[config.mk]
export PLATFORM = sky130hd
export DESIGN_NAME = ic_router_n_flat
export DESIGN_NICKNAME = d
export VERILOG_FILES = /design/src/rtl/ic_router_n_if.sv /design/src/rtl/ic_router_n.sv /design/src/flat_wrapper.sv
export SDC_FILE = /design/constraint.sdc
export NUM_CORES = 1
export LEC_CHECK = 0
export ABC_CLOCK_PERIOD_IN_PS = 4300
export CORE_AREA = 3 3 163 165
export DETAILED_ROUTE_END_ITERATION = 8
export DIE_AREA = 0 0 166 168
export DONT_BUFFER_PORTS = 1
export PLACE_DENSITY = 0.3
export SLEW_MARGIN = 40
export SYNTH_ARGS = -nofsm -noshare
export SYNTH_HDL_FRONTEND = slang
export SYNTH_SLANG_ARGS = --single-unit
[constraint.sdc]
create_clock -name g_clk -period 4.3 [get_ports g_clk]
set_input_delay 0.86 -clock g_clk [delete_from_list [all_inputs] [get_ports g_clk]]
set_output_delay 0.86 -clock g_clk [all_outputs]
set_load 0.02 [all_outputs]
[src/rtl/ic_router_n_if.sv]
`default_nettype none
// ============================================================================
// Module  : ic_cpu_if / ic_tgt_if
// Brief   : Bus bundles for the single-initiator memory router.
//           ic_cpu_if carries one CPU memory port (req/gnt, recv/ack).
//           ic_tgt_if carries NT flattened target ports.
//           master = side that issues requests, slave = side that answers.
// Revision: 1.0 - initial release
// ============================================================================

interface ic_cpu_if;
    logic        req;
    logic        wen;
    logic [3:0]  strb;
    logic [31:0] wdata;
    logic [31:0] addr;
    logic        gnt;
    logic        recv;
    logic        ack;
    logic        error;
    logic [31:0] rdata;

    modport master (
        output req, wen, strb, wdata, addr, ack,
        input  gnt, recv, error, rdata
    );

    modport slave (
        input  req, wen, strb, wdata, addr, ack,
        output gnt, recv, error, rdata
    );
endinterface

interface ic_tgt_if #(
    parameter int NT = 3
);
    logic [NT-1:0]    req;
    logic [NT-1:0]    wen;
    logic [4*NT-1:0]  strb;
    logic [32*NT-1:0] wdata;
    logic [32*NT-1:0] addr;
    logic [NT-1:0]    gnt;
    logic [NT-1:0]    recv;
    logic [NT-1:0]    ack;
    logic [NT-1:0]    error;
    logic [32*NT-1:0] rdata;

    modport master (
        output req, wen, strb, wdata, addr, ack,
        input  gnt, recv, error, rdata
    );

    modport slave (
        input  req, wen, strb, wdata, addr, ack,
        output gnt, recv, error, rdata
    );
endinterface

`default_nettype wire

[src/rtl/ic_router_n.sv]
`default_nettype none
// ============================================================================
// Module  : ic_router_n
// Brief   : Parametrised single-initiator memory router. Decodes one CPU
//           memory port onto NT targets through a match/mask address map,
//           keeps up to OUTSTANDING requests in flight in order with a
//           route-ID FIFO, and answers unmapped addresses with an internal
//           error responder (ID = NT).
// Revision: 1.0 - initial release
// ============================================================================

module ic_router_n #(
    parameter int              NT          = 3,
    parameter int              OUTSTANDING = 2,
    parameter logic [32*NT-1:0] MAP_MATCH  = {32'h4000_0000, 32'h2000_0000, 32'h1000_0000},
    parameter logic [32*NT-1:0] MAP_MASK   = {32'hF000_0000, 32'hFFFF_0000, 32'hFFFF_C000}
) (
    input  wire logic  g_clk,
    input  wire logic  g_resetn,
    ic_cpu_if.slave    cpu,
    ic_tgt_if.master   tgt
);

    localparam int ID_W  = $clog2(NT + 1);
    localparam int PTR_W = (OUTSTANDING > 1) ? $clog2(OUTSTANDING) : 1;
    localparam int CNT_W = $clog2(OUTSTANDING + 1);

    localparam logic [ID_W-1:0]  ERR_ID   = ID_W'(NT);
    localparam logic [PTR_W-1:0] PTR_LAST = PTR_W'(OUTSTANDING - 1);
    localparam logic [CNT_W-1:0] CNT_FULL = CNT_W'(OUTSTANDING);

    // Route FIFO state
    logic [ID_W-1:0]  r_fifo [OUTSTANDING];
    logic [PTR_W-1:0] r_wr_ptr;
    logic [PTR_W-1:0] r_rd_ptr;
    logic [CNT_W-1:0] r_count;
    logic [ID_W-1:0]  r_last;

    logic [ID_W-1:0]  w_sel;
    logic [ID_W-1:0]  w_head;
    logic             w_full;
    logic             w_empty;
    logic             w_ok;
    logic             w_sel_gnt;
    logic             w_gnt;
    logic             w_push;
    logic             w_pop;
    logic             w_recv;
    logic             w_error;
    logic [31:0]      w_rdata;
    logic [NT-1:0]    w_tgt_req;
    logic [NT-1:0]    w_tgt_ack;

    // Wrap modulo OUTSTANDING so non-power-of-2 depths work
    function automatic logic [PTR_W-1:0] ptr_next(input logic [PTR_W-1:0] p);
        return (p == PTR_LAST) ? '0 : p + 1'b1;
    endfunction

    // Address decode: scan downwards so the lowest matching target wins
    always_comb begin
        w_sel = ERR_ID;
        for (int i = NT - 1; i >= 0; i--) begin
            if ((cpu.addr & MAP_MASK[32*i +: 32]) == MAP_MATCH[32*i +: 32]) begin
                w_sel = ID_W'(i);
            end
        end
    end

    assign w_full  = (r_count == CNT_FULL);
    assign w_empty = (r_count == '0);
    // Switching targets only when the FIFO has drained keeps responses ordered
    assign w_ok    = !w_full && (w_empty || (r_last == w_sel));
    assign w_head  = r_fifo[r_rd_ptr];

    // Request routing and grant select; the error responder always grants
    always_comb begin
        w_sel_gnt = 1'b0;
        w_tgt_req = '0;
        for (int i = 0; i < NT; i++) begin
            if (w_sel == ID_W'(i)) begin
                w_sel_gnt    = tgt.gnt[i];
                w_tgt_req[i] = g_resetn && cpu.req && w_ok;
            end
        end
        if (w_sel == ERR_ID) begin
            w_sel_gnt = 1'b1;
        end
    end

    assign w_gnt  = g_resetn && cpu.req && w_ok && w_sel_gnt;
    assign w_push = cpu.req && w_gnt;

    // Response mux from the FIFO head; head == ERR_ID answers immediately
    always_comb begin
        w_recv    = 1'b0;
        w_error   = 1'b0;
        w_rdata   = '0;
        w_tgt_ack = '0;
        if (g_resetn && !w_empty) begin
            if (w_head == ERR_ID) begin
                w_recv  = 1'b1;
                w_error = 1'b1;
            end else begin
                for (int i = 0; i < NT; i++) begin
                    if (w_head == ID_W'(i)) begin
                        w_recv       = tgt.recv[i];
                        w_error      = tgt.error[i];
                        w_rdata      = tgt.rdata[32*i +: 32];
                        w_tgt_ack[i] = cpu.ack;
                    end
                end
            end
        end
    end

    assign w_pop = w_recv && cpu.ack;

    // Route FIFO bookkeeping; storage itself needs no reset since count gates it
    always_ff @(posedge g_clk) begin
        if (!g_resetn) begin
            r_wr_ptr <= '0;
            r_rd_ptr <= '0;
            r_count  <= '0;
            r_last   <= '0;
        end else begin
            if (w_push) begin
                r_fifo[r_wr_ptr] <= w_sel;
                r_wr_ptr         <= ptr_next(r_wr_ptr);
                r_last           <= w_sel;
            end
            if (w_pop) begin
                r_rd_ptr <= ptr_next(r_rd_ptr);
            end
            case ({w_push, w_pop})
                2'b10:   r_count <= r_count + 1'b1;
                2'b01:   r_count <= r_count - 1'b1;
                default: r_count <= r_count;
            endcase
        end
    end

    assign cpu.gnt   = w_gnt;
    assign cpu.recv  = w_recv;
    assign cpu.error = w_error;
    assign cpu.rdata = w_rdata;

    assign tgt.req   = w_tgt_req;
    assign tgt.ack   = w_tgt_ack;
    assign tgt.wen   = {NT{cpu.wen}};
    assign tgt.strb  = {NT{cpu.strb}};
    assign tgt.wdata = {NT{cpu.wdata}};
    assign tgt.addr  = {NT{cpu.addr}};

endmodule

`default_nettype wire
[src/flat_wrapper.sv]
// flat-port wrapper written by rule: the top's interface ports become plain ports
module ic_router_n_flat 
#(
    parameter int              NT          = 3,
    parameter int              OUTSTANDING = 2,
    parameter logic [32*NT-1:0] MAP_MATCH  = {32'h4000_0000, 32'h2000_0000, 32'h1000_0000},
    parameter logic [32*NT-1:0] MAP_MASK   = {32'hF000_0000, 32'hFFFF_0000, 32'hFFFF_C000}
)
  (g_clk, g_resetn, cpu_req, cpu_wen, cpu_strb, cpu_wdata, cpu_addr, cpu_ack, cpu_gnt, cpu_recv, cpu_error, cpu_rdata, tgt_req, tgt_wen, tgt_strb, tgt_wdata, tgt_addr, tgt_ack, tgt_gnt, tgt_recv, tgt_error, tgt_rdata);
  ic_cpu_if cpu_i ();
  ic_tgt_if #(.NT(NT)) tgt_i ();
  input  wire logic g_clk;
  input  wire logic g_resetn;
  input wire logic [$bits(cpu_i.req)-1:0] cpu_req;
  input wire logic [$bits(cpu_i.wen)-1:0] cpu_wen;
  input wire logic [$bits(cpu_i.strb)-1:0] cpu_strb;
  input wire logic [$bits(cpu_i.wdata)-1:0] cpu_wdata;
  input wire logic [$bits(cpu_i.addr)-1:0] cpu_addr;
  input wire logic [$bits(cpu_i.ack)-1:0] cpu_ack;
  output wire logic [$bits(cpu_i.gnt)-1:0] cpu_gnt;
  output wire logic [$bits(cpu_i.recv)-1:0] cpu_recv;
  output wire logic [$bits(cpu_i.error)-1:0] cpu_error;
  output wire logic [$bits(cpu_i.rdata)-1:0] cpu_rdata;
  output wire logic [$bits(tgt_i.req)-1:0] tgt_req;
  output wire logic [$bits(tgt_i.wen)-1:0] tgt_wen;
  output wire logic [$bits(tgt_i.strb)-1:0] tgt_strb;
  output wire logic [$bits(tgt_i.wdata)-1:0] tgt_wdata;
  output wire logic [$bits(tgt_i.addr)-1:0] tgt_addr;
  output wire logic [$bits(tgt_i.ack)-1:0] tgt_ack;
  input wire logic [$bits(tgt_i.gnt)-1:0] tgt_gnt;
  input wire logic [$bits(tgt_i.recv)-1:0] tgt_recv;
  input wire logic [$bits(tgt_i.error)-1:0] tgt_error;
  input wire logic [$bits(tgt_i.rdata)-1:0] tgt_rdata;
  assign cpu_i.req = cpu_req;
  assign cpu_i.wen = cpu_wen;
  assign cpu_i.strb = cpu_strb;
  assign cpu_i.wdata = cpu_wdata;
  assign cpu_i.addr = cpu_addr;
  assign cpu_i.ack = cpu_ack;
  assign cpu_gnt = cpu_i.gnt;
  assign cpu_recv = cpu_i.recv;
  assign cpu_error = cpu_i.error;
  assign cpu_rdata = cpu_i.rdata;
  assign tgt_req = tgt_i.req;
  assign tgt_wen = tgt_i.wen;
  assign tgt_strb = tgt_i.strb;
  assign tgt_wdata = tgt_i.wdata;
  assign tgt_addr = tgt_i.addr;
  assign tgt_ack = tgt_i.ack;
  assign tgt_i.gnt = tgt_gnt;
  assign tgt_i.recv = tgt_recv;
  assign tgt_i.error = tgt_error;
  assign tgt_i.rdata = tgt_rdata;
  ic_router_n #(.NT(NT), .OUTSTANDING(OUTSTANDING), .MAP_MATCH(MAP_MATCH), .MAP_MASK(MAP_MASK)) u_core (.g_clk(g_clk), .g_resetn(g_resetn), .cpu(cpu_i), .tgt(tgt_i));
endmodule
==> qor.yml, run 1 <==
status: "completed"
worstPathCellList: "nor4_2 > nand4_2 > nor3_1 > and3b_1 > or3b_1 > inv_6"
final_nets: 438
dpl.hpwl_mm: 9.32
viasPerCell: 3.47
p_sw_frac: 0.405
synth-edff-count: 4
gp_congestion: 0.690
port_buffers: 0
clockBufferDepth: 2
die-area_sq_um: 27900
ys_warn_count: 0
p_seq_frac: 0.268
design_area_sq_um: 2080
power_density_nw_per_um2: 256
ys.flop_type: "dfxtp_1"
critPathMaxStageDelay_ns: 0.50
crit_cells: 6
root_buffer: "clkbuf_16"
whs_ns: 0.497
synth-seq-cells: 11
dr.pass1.iters: 4
min_period_ns: 3.45
startpoint: "cpu_addr[21]"
rsz0062_at_grt: "false"
hold_path_depth: 1
clk_pin_slew_ns: 0.04
total_power_mw: 0.534
num_rows: 58
crit_family: "simple AND/OR/NAND/NOR gates"
hold_path_class: "reg -> reg"
tns_ns: 0
track_usage: 0.0713
p_clk_frac: 0.316
dp.cells: 584
synth.top_cell.area_share: 0.496
min_period_over_period: 0.801
slew-limit-headroom: 0.447
n_antenna_cell: 0
clock_skew_ns: 0.00118
end_kind: "output port"
setup_slack_ns: 0.854
dr_total_vias: 2040
final_cell_count_no_fill: 588
hold_buffers: 0
cp_max_fo: 9
slew_viol_final: 0
max_freq_mhz: 290
io_pins: 426
core_sq_um: 25200
syn_area_sq_um: 3130
initial_utilization: 0.124
worst_pin_slew_ns: 0.824
die_h_um: 168
drive_gt1_frac: 0.101
ctsHtreeMaxLevel: 1
syn_nets: 651
grt_pass1_wl_mm: 14.8
yosys.area.top_type: "buf_4"
clock-sinks: 11
pwr-share-comb: 0.416
postCtsSetupRepairBufs: 0
drcViolationCount: 0
synth.area.top_cells: "buf_4 50%, a21oi_1 10%, nand2_1 8.3%"
drv_cap: 0
p_sw_mw: 0.216
async_flop_share: 0
p_leak_nw: 0.605
worstSkewPairLatency_ns: 0.23
finalSetupViolations: 0
antenna_left: 0
tritoncts: "built"
crit_type: "in -> out"
ys_seq_area_frac: 0.0830
hold_viol_final: 0
synth.distinct_cells: 46
drtIter0Drc: 63
avgSynthCellArea_sq_um: 6.64
synthCells: 472
routedWlPerCell_um: 19.0
internal_power_mw: 0.318
ff2ff_path_depth: 7
startpoint_type: "primary input"
overflow: 0
worstPathRequired_ns: 3.44
routed_wl_mm: 11.2
grt_max_degree: 31
min-delay-start: "u_core.r_wr_ptr$_SDFFE_PN0P_"
arrival_ns: 2.59
die_w_um: 166
max-vdd-ir-drop_mv: 0.112
cts_buffers: 3
worst-path-buf-inv: 1
place_ws_ns: 0.799
grt_antenna_before_repair: 0
synthToLayoutAreaGrowth_pct: -33.5
placed_area_sq_um: 2000
cts_resized: 0
grt_pass1_vias: 2045
critical-path-slowest-cell: "or3b_1"
final_util: 0.0827
==> cells in the mapped netlist, drive strengths merged, types with 2 or more instances <==
library cell,instances
buf,209
and2,6
nand3b,2
mux2i,4
nor3,5
inv,4
xor2,2
o22ai,2
edfxtp,4
or4b,2
mux2,3
o21ai,4
clkbuf,17
a21oi,65
nor4b,3
nor4,4
nor2b,2
nand4,2
nor2,40
xnor2,2
nand2,69
dfxtp,7
or3,2
==> power groups by stage <==
stage | Clock (mW) | Combinational (mW) | Sequential (mW)
4_1_cts | 0.172 | 0.231 | 0.142
3_5_place_dp | 0 | 0.230 | 0.144
3_3_place_gp | 0 | 0.230 | 0.145
2_1_floorplan | 0 | 0.457 | 0.130
6_report | 0.169 | 0.222 | 0.143
5_1_grt | 0.177 | 0.250 | 0.146
==> kinds of logic (layout without fill, tap and decap cells) <==
group	Yosys count	after routing	synth area share
AOI/OAI and AO/OA	77	77	0.137
xor gates and xnor gates	4	4	0.0112
adders and majority gates	1	1	0.00399
buffers and inverters	231	17	0.529
DFF	11	11	0.0830
muxes	7	7	0.0236
and+or+nand+nor	141	141	0.213
==> registers in the layout, summed over array words and instances (netlist names), named ones only <==
name and cells:
u_core.r_count 2, u_core.r_fifo 4, u_core.r_last 2, u_core.r_rd_ptr 1
u_core.r_wr_ptr 1
==> cells in the final DEF (no fill, tap or decap), types with 2 or more instances in the layout <==
master / count
a21oi_1: 65
and2_1: 6
buf_4: 8
clkbuf_16: 3
dfxtp_1: 7
edfxtp_1: 4
inv_1: 3
mux2_2: 2
mux2i_1: 3
nand2_1: 69
nand3b_1: 2
nor2_1: 39
nor3_1: 5
nor4_1: 2
nor4_2: 2
nor4b_1: 2
o21ai_0: 2
o22ai_1: 2
or3_1: 2
xnor2_1: 2
xor2_1: 2
==> final timing paths <==
kind                                                        to  slack, ns
worst max-delay path                                   cpu_gnt       0.85
worst min register to register    u_core.r_wr_ptr$_SDFFE_PN0P_       0.50
worst min-delay path              u_core.r_wr_ptr$_SDFFE_PN0P_       0.50
worst max register to register  u_core.r_count[1]$_SDFFE_PN0P_       1.39
==> routing by layer <==
metal	wire length [um]	global-route usage
met1	3780	0.0737
met2	5370	0.120
met3	1610	0.0406
met4	413	0.0275
met5	0	0
==> worst register-to-register path: stages, from the launching register on <==
cell      delay [ns]
dfxtp_1         0.46
mux2_2          0.65
mux2_1          0.38
o22ai_1         0.11
nor3_1          0.41
ha_1            0.34
or3_1           0.36
a21boi_1        0.13
==> final cells by class <==
class,count,area (sq um)
fillers,2983,23100
multi-input cells,230,1250
well taps,330,413
flip-flops and latches,11,260
clock buffers,4,78.8
repair buffers,8,60.1
inverters,5,23.8
(Power assumes the default switching activity.)
==> run 2: changes to the inputs <==
ABC_CLOCK_PERIOD_IN_PS = 3300   (was 4300)
clock period = 3.3 ns   (was 4.3 ns; I/O delays follow)
==> qor.yml, run 2 (synthesis gave the netlist of run 1 again) <==
slew_viol_final: 0
die_h_um: 168
dpl.hpwl_mm: 9.41
final_common_cell: "nand2_1"
finalSetupViolations: 0
final_nets: 446
power_density_nw_per_um2: 324
max_freq_mhz: 343
crit_type: "in -> out"
p_leak_nw: 0.651
ctsHtreeMaxLevel: 1
tns_ns: 0
min_period_over_period: 0.883
grt_pass1_wl_mm: 14.8
drtIter0Drc: 72
clock_skew_ns: 0.000810
r2r_setup_slack_ns: 0.58
design_area_sq_um: 2160
routedWlPerCell_um: 18.5
max-vdd-ir-drop_mv: 0.133
core_sq_um: 25200
grt_max_degree: 31
top_register: "u_core.r_fifo"
rsz0062_at_grt: "false"
hold_buffers: 0
reg.largest.list: "u_core.r_fifo: 4 flops, u_core.r_count: 2 flops, u_core.r_last: 2 flops"
io_pins: 426
startpoint_type: "primary input"
die_w_um: 166
status: "completed"
num_rows: 58
largest_reg_flops: 4
worstSkewPairLatency_ns: 0.24
gp_congestion: 0.735
n_antenna_cell: 0
arrival_ns: 2.25
ff2ff_path_depth: 7
min_period_ns: 2.91
overflow: 0
viasPerCell: 3.44
clock-sinks: 11
dr.pass1.iters: 4
tritoncts: "built"
placed_area_sq_um: 2080
port_buffers: 0
initial_utilization: 0.124
drive_gt1_frac: 0.128
critPathCapture: "tgt_req[0]"
clockBufferDepth: 2
grt_antenna_before_repair: 0
routed_wl_mm: 11.0
worst_pin_slew_ns: 0.713
antenna_left: 0
grt_pass1_vias: 2007
cts_buffers: 3
drv_cap: 0
clk_pin_slew_ns: 0.04
min-delay-start: "u_core.r_wr_ptr$_SDFFE_PN0P_"
root_buffer: "clkbuf_16"
end_kind: "output port"
final_cell_mix: "69 x nand2_1, 65 x a21oi_1, 39 x nor2_1, 15 x buf_4, 7 x dfxtp_1"
seqCellArea_sq_um: 260
worstPathRequired_ns: 2.64
postCtsSetupRepairBufs: 0
drcViolationCount: 0
cts_resized: 0
hold_viol_final: 0
n_fill_cell: 2972
die-area_sq_um: 27900
hold_path_class: "reg -> reg"
slew-limit-headroom: 0.523
track_usage: 0.0704
startpoint: "cpu_addr[24]"
cp_max_fo: 8
r2r_end: "u_core.r_count[1]$_SDFFE_PN0P_"
multi_input_area_sq_um: 1250
dr_total_vias: 2049
synthToLayoutAreaGrowth_pct: -31.2
-- run 2: critical path, cell delays in order --
cell and delay, ns:
nor4_1 0.36, nand4_2 0.16, buf_4 0.19, o211ai_2 0.16, nand2_1 0.14, nor4b_1 0.36, buf_4 0.21
-- run 2: worst min path at each step --
stage | end | slack, ns | cells past startpoint
floorplan | u_core.r_wr_ptr$_SDFFE_PN0P_ | 0.45 | 1
global placement | u_core.r_wr_ptr$_SDFFE_PN0P_ | 0.49 | 1
detailed placement | u_core.r_wr_ptr$_SDFFE_PN0P_ | 0.47 | 1
CTS | u_core.r_wr_ptr$_SDFFE_PN0P_ | 0.48 | 1
global route | u_core.r_wr_ptr$_SDFFE_PN0P_ | 0.49 | 1
finish | u_core.r_wr_ptr$_SDFFE_PN0P_ | 0.48 | 1
-- run 2: layer usage --
layer  vias up  part of all wire  global-route usage  wire length (um)
met4         0             0.032              0.0257               351
met2       224              0.50               0.123              5490
met1       885              0.32              0.0688              3510
li1        909                 -                   -                 -
met5         -                 0                   0                 0
met3        31              0.15              0.0427              1690
-- run 2: power breakdown --
group          switching (mW)  total, mW  internal (mW)
clock network          0.0570      0.219          0.162
registers              0.0270      0.186          0.159
logic                   0.193      0.295          0.102
-- run 2: stage by stage --
stage          utilization  hold WS [ns]  setup slack, ns  cells  power (mW)
2_1_floorplan            -         0.446            0.299    472       0.765
3_5_place_dp        0.0825         0.467            0.310    592       0.493
3_3_place_gp        0.0825         0.485            0.299    592       0.495
5_1_grt             0.0856         0.492            0.150    596       0.755
6_report            0.0856         0.477            0.386    596       0.699
4_1_cts             0.0856         0.481            0.322    596       0.719
-- run 2: final cells by class --
type | instances | area share
clock buffer | 4 | 0.0366
timing repair buffer | 16 | 0.0615
inverter | 5 | 0.0110
multi-input combinational | 230 | 0.579
sequential | 11 | 0.121
tap | 330 | 0.192
